===== src/rtl/icache_pkg.sv =====
// Shared definitions for the direct-mapped instruction cache.
//   state_t  : fill FSM encoding (IDLE=0, FETCH=1, UPDATE=2)
//   WORD_W   : instruction word width
//   off_w / idx_w / tag_w / blk_w : derived address-field widths
package icache_pkg;

  typedef enum logic [1:0] {
    IDLE   = 2'd0,
    FETCH  = 2'd1,
    UPDATE = 2'd2
  } state_t;

  localparam int WORD_W = 32;

  function automatic int off_w(input int words);
    return $clog2(words);
  endfunction

  function automatic int idx_w(input int lines);
    return $clog2(lines);
  endfunction

  function automatic int tag_w(input int addr_w, input int lines, input int words);
    return addr_w - 2 - $clog2(lines) - $clog2(words);
  endfunction

  // Block address = PC bits above the word offset, up to ADDR_W-1.
  function automatic int blk_w(input int addr_w, input int words);
    return addr_w - 2 - $clog2(words);
  endfunction

endpackage


===== src/rtl/icache_if.sv =====
// Fetch-port and memory-port bundle of the instruction cache.
//   CPU side    : PC, INVALIDATE in; INSTRUCTION, BUSYWAIT out
//   Memory side : MEM_READ, MEM_ADDRESS out; MEM_READDATA, MEM_BUSYWAIT in
//   Counters    : HIT_COUNT, MISS_COUNT out
// Modport slave is the cache; modport master is the CPU/memory environment.
//
// Handshake: BUSYWAIT works as an inverted ready. INSTRUCTION is valid in
// any cycle where BUSYWAIT is 0, and the CPU must hold PC while BUSYWAIT is
// 1. On the memory side MEM_READ is the request; the block on MEM_READDATA
// is taken on the first rising edge with MEM_READ=1 and MEM_BUSYWAIT=0.
interface icache_if import icache_pkg::*; #(
  parameter int ADDR_W = 10,
  parameter int WORDS  = 4,
  parameter int CNT_W  = 16
);
  localparam int BW = blk_w(ADDR_W, WORDS);

  logic [31:0]             PC;
  logic [WORD_W-1:0]       INSTRUCTION;
  logic                    BUSYWAIT;
  logic                    INVALIDATE;
  logic                    MEM_READ;
  logic [BW-1:0]           MEM_ADDRESS;
  logic [WORD_W*WORDS-1:0] MEM_READDATA;
  logic                    MEM_BUSYWAIT;
  logic [CNT_W-1:0]        HIT_COUNT;
  logic [CNT_W-1:0]        MISS_COUNT;

  modport slave (
    input  PC, INVALIDATE, MEM_READDATA, MEM_BUSYWAIT,
    output INSTRUCTION, BUSYWAIT, MEM_READ, MEM_ADDRESS, HIT_COUNT, MISS_COUNT
  );

  modport master (
    output PC, INVALIDATE, MEM_READDATA, MEM_BUSYWAIT,
    input  INSTRUCTION, BUSYWAIT, MEM_READ, MEM_ADDRESS, HIT_COUNT, MISS_COUNT
  );

endinterface


===== src/rtl/icache_sat_counter.sv =====
// Saturating up-counter used for the hit and miss statistics.
//   clk   : clock
//   clr_n : synchronous active-low clear
//   inc   : count up by one this edge (held at all-ones once reached)
//   count : current value
module sat_counter #(
  parameter int CNT_W = 16
) (
  input  logic             clk,
  input  logic             clr_n,
  input  logic             inc,
  output logic [CNT_W-1:0] count
);

  always_ff @(posedge clk) begin
    if (!clr_n) begin
      count <= '0;
    end else if (inc && (count != '1)) begin
      count <= count + CNT_W'(1);
    end
  end

endmodule


===== src/rtl/icache.sv =====
// Direct-mapped, read-only instruction cache between the CPU fetch port and
// a block-wide instruction memory. Hits are combinational from PC; a miss
// stalls the CPU, fetches one block, and replays as a hit.
//   CLK       : clock, all state changes on the rising edge
//   RESET     : synchronous active-low reset
//   bus       : icache_if.slave (fetch port, memory port, counters)
//   dbg_state : current fill FSM state
module icache import icache_pkg::*; #(
  parameter int ADDR_W = 10,
  parameter int LINES  = 8,
  parameter int WORDS  = 4,
  parameter int CNT_W  = 16
) (
  input  logic     CLK,
  input  logic     RESET,
  icache_if.slave  bus,
  output state_t   dbg_state
);

  localparam int OW = off_w(WORDS);
  localparam int IW = idx_w(LINES);
  localparam int TW = tag_w(ADDR_W, LINES, WORDS);
  localparam int BW = blk_w(ADDR_W, WORDS);

  // Address split of the current PC.
  logic [OW-1:0] off;
  logic [IW-1:0] idx;
  logic [TW-1:0] tag;

  assign off = bus.PC[2 +: OW];
  assign idx = bus.PC[2 + OW +: IW];
  assign tag = bus.PC[2 + OW + IW +: TW];

  // PC bits outside the decoded window carry no meaning for the cache.
  logic unused_pc;
  assign unused_pc = ^{bus.PC[31:ADDR_W], bus.PC[1:0]};

  // Storage.
  logic [LINES-1:0]  valid;
  logic [TW-1:0]     tag_arr  [LINES];
  logic [WORD_W-1:0] data_arr [LINES][WORDS];

  state_t        state, state_nx;
  logic          inv_pend;
  logic [BW-1:0] mem_addr;

  logic          hit;
  logic [IW-1:0] fill_idx;
  logic [TW-1:0] fill_tag;
  logic          fill_en;
  logic          hit_inc;
  logic          miss_inc;

  assign hit      = valid[idx] && (tag_arr[idx] == tag);
  // The fill always targets the latched block address, never the live PC.
  assign fill_idx = mem_addr[IW-1:0];
  assign fill_tag = mem_addr[BW-1 -: TW];
  assign fill_en  = RESET && (state == FETCH) && !bus.MEM_BUSYWAIT;
  assign hit_inc  = (state == IDLE) && hit;
  assign miss_inc = (state == IDLE) && !hit;

  // Next-state logic.
  always_comb begin
    state_nx = state;
    case (state)
      IDLE:    if (!hit) state_nx = FETCH;
      FETCH:   if (!bus.MEM_BUSYWAIT) state_nx = UPDATE;
      UPDATE:  state_nx = IDLE;
      default: state_nx = IDLE;
    endcase
  end

  // Outputs decoded from state; everything is forced quiet while in reset.
  always_comb begin
    bus.BUSYWAIT    = 1'b0;
    bus.MEM_READ    = 1'b0;
    bus.INSTRUCTION = '0;
    if (RESET) begin
      bus.INSTRUCTION = data_arr[idx][off];
      case (state)
        IDLE:    bus.BUSYWAIT = !hit;
        FETCH: begin
          bus.BUSYWAIT = 1'b1;
          bus.MEM_READ = 1'b1;
        end
        UPDATE:  bus.BUSYWAIT = 1'b1;
        default: bus.BUSYWAIT = 1'b1;
      endcase
    end
  end

  // State register and control state.
  always_ff @(posedge CLK) begin
    if (!RESET) begin
      state    <= IDLE;
      valid    <= '0;
      mem_addr <= '0;
      inv_pend <= 1'b0;
    end else begin
      state <= state_nx;
      case (state)
        IDLE: begin
          if (bus.INVALIDATE) valid <= '0;
          if (!hit) mem_addr <= bus.PC[ADDR_W-1:2+OW];
        end
        FETCH: begin
          if (bus.INVALIDATE) inv_pend <= 1'b1;
          if (!bus.MEM_BUSYWAIT) valid[fill_idx] <= 1'b1;
        end
        UPDATE: begin
          // A deferred invalidate also wipes the line just filled.
          if (inv_pend || bus.INVALIDATE) valid <= '0;
          inv_pend <= 1'b0;
        end
        default: inv_pend <= 1'b0;
      endcase
    end
  end

  // Tag and data arrays need no reset; valid bits qualify them.
  always_ff @(posedge CLK) begin
    if (fill_en) begin
      tag_arr[fill_idx] <= fill_tag;
      for (int w = 0; w < WORDS; w++) begin
        data_arr[fill_idx][w] <= bus.MEM_READDATA[WORD_W*w +: WORD_W];
      end
    end
  end

  assign bus.MEM_ADDRESS = mem_addr;
  assign dbg_state       = state;

  sat_counter #(.CNT_W(CNT_W)) u_hit_cnt (
    .clk   (CLK),
    .clr_n (RESET),
    .inc   (hit_inc),
    .count (bus.HIT_COUNT)
  );

  sat_counter #(.CNT_W(CNT_W)) u_miss_cnt (
    .clk   (CLK),
    .clr_n (RESET),
    .inc   (miss_inc),
    .count (bus.MISS_COUNT)
  );

endmodule

===== src/flat_wrapper.sv =====
// flat-port wrapper written by rule: the top's interface ports become plain ports
module icache_flat import icache_pkg::*;
#(
  parameter int ADDR_W = 10,
  parameter int LINES  = 8,
  parameter int WORDS  = 4,
  parameter int CNT_W  = 16
)
  (CLK, RESET, dbg_state, bus_PC, bus_INVALIDATE, bus_MEM_READDATA, bus_MEM_BUSYWAIT, bus_INSTRUCTION, bus_BUSYWAIT, bus_MEM_READ, bus_MEM_ADDRESS, bus_HIT_COUNT, bus_MISS_COUNT);
  icache_if #(.ADDR_W(ADDR_W), .WORDS(WORDS), .CNT_W(CNT_W)) bus_i ();
  input  logic CLK;
  input  logic RESET;
  output state_t dbg_state;
  input wire logic [$bits(bus_i.PC)-1:0] bus_PC;
  input wire logic [$bits(bus_i.INVALIDATE)-1:0] bus_INVALIDATE;
  input wire logic [$bits(bus_i.MEM_READDATA)-1:0] bus_MEM_READDATA;
  input wire logic [$bits(bus_i.MEM_BUSYWAIT)-1:0] bus_MEM_BUSYWAIT;
  output wire logic [$bits(bus_i.INSTRUCTION)-1:0] bus_INSTRUCTION;
  output wire logic [$bits(bus_i.BUSYWAIT)-1:0] bus_BUSYWAIT;
  output wire logic [$bits(bus_i.MEM_READ)-1:0] bus_MEM_READ;
  output wire logic [$bits(bus_i.MEM_ADDRESS)-1:0] bus_MEM_ADDRESS;
  output wire logic [$bits(bus_i.HIT_COUNT)-1:0] bus_HIT_COUNT;
  output wire logic [$bits(bus_i.MISS_COUNT)-1:0] bus_MISS_COUNT;
  assign bus_i.PC = bus_PC;
  assign bus_i.INVALIDATE = bus_INVALIDATE;
  assign bus_i.MEM_READDATA = bus_MEM_READDATA;
  assign bus_i.MEM_BUSYWAIT = bus_MEM_BUSYWAIT;
  assign bus_INSTRUCTION = bus_i.INSTRUCTION;
  assign bus_BUSYWAIT = bus_i.BUSYWAIT;
  assign bus_MEM_READ = bus_i.MEM_READ;
  assign bus_MEM_ADDRESS = bus_i.MEM_ADDRESS;
  assign bus_HIT_COUNT = bus_i.HIT_COUNT;
  assign bus_MISS_COUNT = bus_i.MISS_COUNT;
  icache #(.ADDR_W(ADDR_W), .LINES(LINES), .WORDS(WORDS), .CNT_W(CNT_W)) u_core (.CLK(CLK), .RESET(RESET), .bus(bus_i), .dbg_state(dbg_state));
endmodule

===== config.mk =====
export PLATFORM = sky130hd
export DESIGN_NAME = icache_flat
export DESIGN_NICKNAME = d
export VERILOG_FILES = /design/src/rtl/icache_pkg.sv /design/src/rtl/icache_if.sv /design/src/rtl/icache_sat_counter.sv /design/src/rtl/icache.sv /design/src/flat_wrapper.sv
export SDC_FILE = /design/constraint.sdc
export NUM_CORES = 1
export LEC_CHECK = 0
export ABC_CLOCK_PERIOD_IN_PS = 15210
export CAP_MARGIN = 25
export CORE_ASPECT_RATIO = 0.7
export CORE_MARGIN = 3
export CORE_UTILIZATION = 40
export CTS_CLUSTER_DIAMETER = 40
export DETAILED_ROUTE_END_ITERATION = 12
export HOLD_SLACK_MARGIN = 0.12
export SETUP_SLACK_MARGIN = 0.4
export SLEW_MARGIN = 20
export SYNTH_ARGS = -nofsm -noshare
export SYNTH_HDL_FRONTEND = slang
export SYNTH_SLANG_ARGS = --single-unit

===== constraint.sdc =====
create_clock -name CLK -period 15.21 [get_ports CLK]
set_input_delay 4.563 -clock CLK [delete_from_list [all_inputs] [get_ports CLK]]
set_output_delay 4.563 -clock CLK [all_outputs]
set_load 0.02 [all_outputs]

==> metrics.md <==
| Metric | Value |
|---|---|
| Hpwl dp | `approximately 55000 um` |
| Routed wire per std cell | `27.2 um` |
| DRT Wirelength | `~100000 um` |
| WP data arrival | `7900 ps` |
| Critical Path RT | `10650 ps` |
| Die H | `about 280 um` |
| Clock H-tree levels | `3` |
| 1st-iter DRT viols | `1690` |
| Pin count of the biggest net entering global routing | `118` |
| Clk Latency, worst-skew pair | `~710 ps` |
| Final worst-path cycle share | `82.0%` |
| Avg Cell Area, Syn | `around 23 sq um` |
| Seq/Total Area, Yosys | `around three quarters` |
| Crit-path slowest cell | `mux4_2` |
| Clock Sinks | `1097` |
| Worst hold path type | `reg2reg` |
| Final hold vios | `0` |
| Yosys cell types | `41` |
| Post-synth ARST share | `0%` |
| GRT Overall Usage | `a little under a fifth` |
| Worst reg2reg path depth | `6` |
| Hold depth | `2` |
| Post-synthesis net count | `~2k` |
| Top_reg_cell synth | `edfxtp_1` |
| RSZ-0062 raised after global routing | `no` |
| Total core area | `between 100000 and 150000 sq um` |
| Drt drc | `0` |
| Maximum VDD drop | `0.0843 mV` |
| Resized cells post-CTS | `0` |
| CTS tree | `yes` |
| Leak | `15.6 nW` |
| Crit-path most repeated cell | `mux4_2` |
| Clock skew | `~18 ps` |
| # Post-CTS Setup Buffers | `0` |
| Cells after synthesis | `about 1.8k` |
| Ratio of cells with drive above 1 in the final layout | `about a quarter` |
| Hold Path End | `u_core.valid[7]` |
| GPL Wtd Cong | `just under 0.8` |
| Layout area overhead | `18.6%` |
| Clock buffer depth | `3` |
| CTS Root Cell | `clkbuf_16` |
| Die ar. | `around 110000 sq um` |
| # IOs | `238` |
| Fin nets | `2273` |
| Slowest stage delay, CP | `approximately 630 ps` |
| R2R Path Start | `u_core.dbg_state[0]` |
| #FFs+latches synth | `between 1k and 1.5k` |
| Origin of the worst setup path | `bus_PC[4]` |
| CTS Buf Count | `between 100 and 150` |
| Setup Viol. Count Final | `0` |
| Global route overflow | `0` |
| Crit. End Element | `primary output` |
| Worst-path clk slew | `roughly 50 ps` |
| Max_slew headroom | `about a third` |
| Port Buffer Count | `roughly 210` |
| PnR Total Power | `about 6.5 mW` |
| Worst-Margin Slew | `~1000 ps` |
| Antenna Violating Nets Remaining | `0` |
| Number of synthesized flops with an enable pin | `1048` |
| Crit-path cells | `buf_8 -> buf_4 -> mux4_2 -> mux4_2 -> mux2i_1 -> nor2_1 -> clkdlybuf4s50_1` |
| HP Start | `u_core.valid[7]` |
| FMAX | `0.0802 GHz` |
| Synthesized cell area | `42200 sq um` |
| Crit Path Class | `in2out` |
| Outcome | `completed` |
| P per Cell Area | `131 nW/um^2` |
| Initial Utilization | `between 40% and 50%` |
| Worst setup SP type | `input port` |
| First-pass DRT Iterations | `4` |
| Tmin final | `about 12000 ps` |
| Worst reg2reg path endpoint | `u_core.data_arr[0][109]` |
| First-pass GRT wire length | `144000 um` |
| Fin Setup TNS | `0 ps` |
| Die width | `between 300 and 400 um` |
| Vias in the first global route | `roughly 21k` |
| Yosys warnings | `0` |
| Max_cap viols | `0` |
| Reg-to-reg slack, setup | `between 10000 and 15000 ps` |
| Routed via count | `20.0k` |
| Crit-path max FO | `72` |
| Via density | `around 5.5` |
| Initial antenna violation count | `22` |
| Row cnt | `a little under 100` |
| Final Slew Violations | `0` |
| WHS | `roughly 480 ps` |
| Cts hold-fix bufs | `0` |
==> power breakdown <==
group	total [mW]	internal (mW)	switching, mW
Combinational	0.363	0.162	0.201
Clock	2.83	1.63	1.20
Sequential	3.34	3.33	0.00966
Total	6.53	5.12	1.41
==> per-stage QoR <==
step | cells | util (%) | area (sq um) | setup slack [ps]
after global placement | 3384 | 44.6 | 46100 | 2670
after global routing | 3607 | 48.4 | 50000 | 2490
after CTS | 3607 | 48.4 | 50000 | 2650
after detailed placement | 3385 | 44.6 | 46100 | 2670
final | 3617 | 48.4 | 50000 | 2740
after floorplan | 1841 | - | 42200 | 591
==> synth_stat cells (4+ instances only) <==
cell	instances	area (sq um)
nand3_1	22	110
nor2b_1	6	37.5
nor2_1	57	214
o21ai_0	11	55.1
buf_6	4	45.0
nand4_1	9	56.3
dfxtp_1	49	981
o31ai_1	20	150
edfxtp_1	1048	31500
nor3_1	5	25.0
buf_2	32	160
or3_1	5	31.3
buf_1	12	45.0
inv_1	6	22.5
and3_1	7	43.8
nand2_1	21	78.8
a21oi_1	41	205
clkbuf_1	55	206
or4_1	19	143
mux2i_1	48	480
nand2b_1	8	50.1
mux4_2	323	7270
nor4_1	5	31.3
a31oi_1	4	25.0
==> registers in the layout, indices dropped and copies added (netlist names) <==
name	cells
u_core.u_hit_cnt.count	16
u_core.tag_arr	24
u_core.bus.MEM_ADDRESS	6
u_core.dbg_state	2
u_core.data_arr	1024
u_core.inv_pend	1
u_core.valid	8
u_core.u_miss_cnt.count	16
==> layout make-up <==
type / instances / area, sq um
clock buffers: 138 / 3090
repair buffers: 247 / 2570
diodes: 10 / 25.0
fillers: 8244 / 53300
flip-flops and latches: 1097 / 32500
inverters: 6 / 22.5
multi-input cells: 635 / 9300
clock inverters: 84 / 820
well taps: 1400 / 1750
==> cells in the final DEF (no fill, tap or decap), types with 17 or more instances in the layout <==
cell             count
edfxtp_1          1048
nor2_1              51
nand3_1             22
clkdlybuf4s50_1    208
nand2_1             21
buf_4               21
or4_1               19
a21oi_1             41
dfxtp_1             49
mux2i_1             48
clkbuf_1            17
clkinv_2            26
mux4_2             323
o31ai_1             20
clkbuf_16          121
==> worst max-delay path by stage <==
stage                                  to  slack (ps)  cells past startpoint
global placement      bus_INSTRUCTION[22]        2670                      7
finish                bus_INSTRUCTION[22]        2740                      7
detailed placement    bus_INSTRUCTION[22]        2670                      7
CTS                   bus_INSTRUCTION[22]        2650                      7
global route          bus_INSTRUCTION[22]        2490                      7
floorplan           u_core.data_arr[0][0]         590                      3
==> cells by family after synthesis <==
kind of cell,count (synthesis),synth area share (%)
adders and majority gates,2,0.0593
buffers and inverters,109,1.14
xor gates and xnor gates,2,0.0415
muxes,374,18.5
AOI/OAI and AO/OA,84,1.20
DFF,1097,76.9
and+or+nand+nor,173,2.11
==> critical path, delay by kind of cell <==
kind	cells	cell delay, ps
multiplexers	3	1400
AND/OR/NAND/NOR	1	120
buffers and inverters	3	1640
==> routing by layer <==
metal	vias up	global-route usage (%)	routed length, um
met1	10800	25.8	42700
met4	16	3.82	1630
li1	8474	-	-
met3	145	5.07	7590
met2	651	27.9	46400
met5	-	0	109
Power figures use the tool's default switching activity.
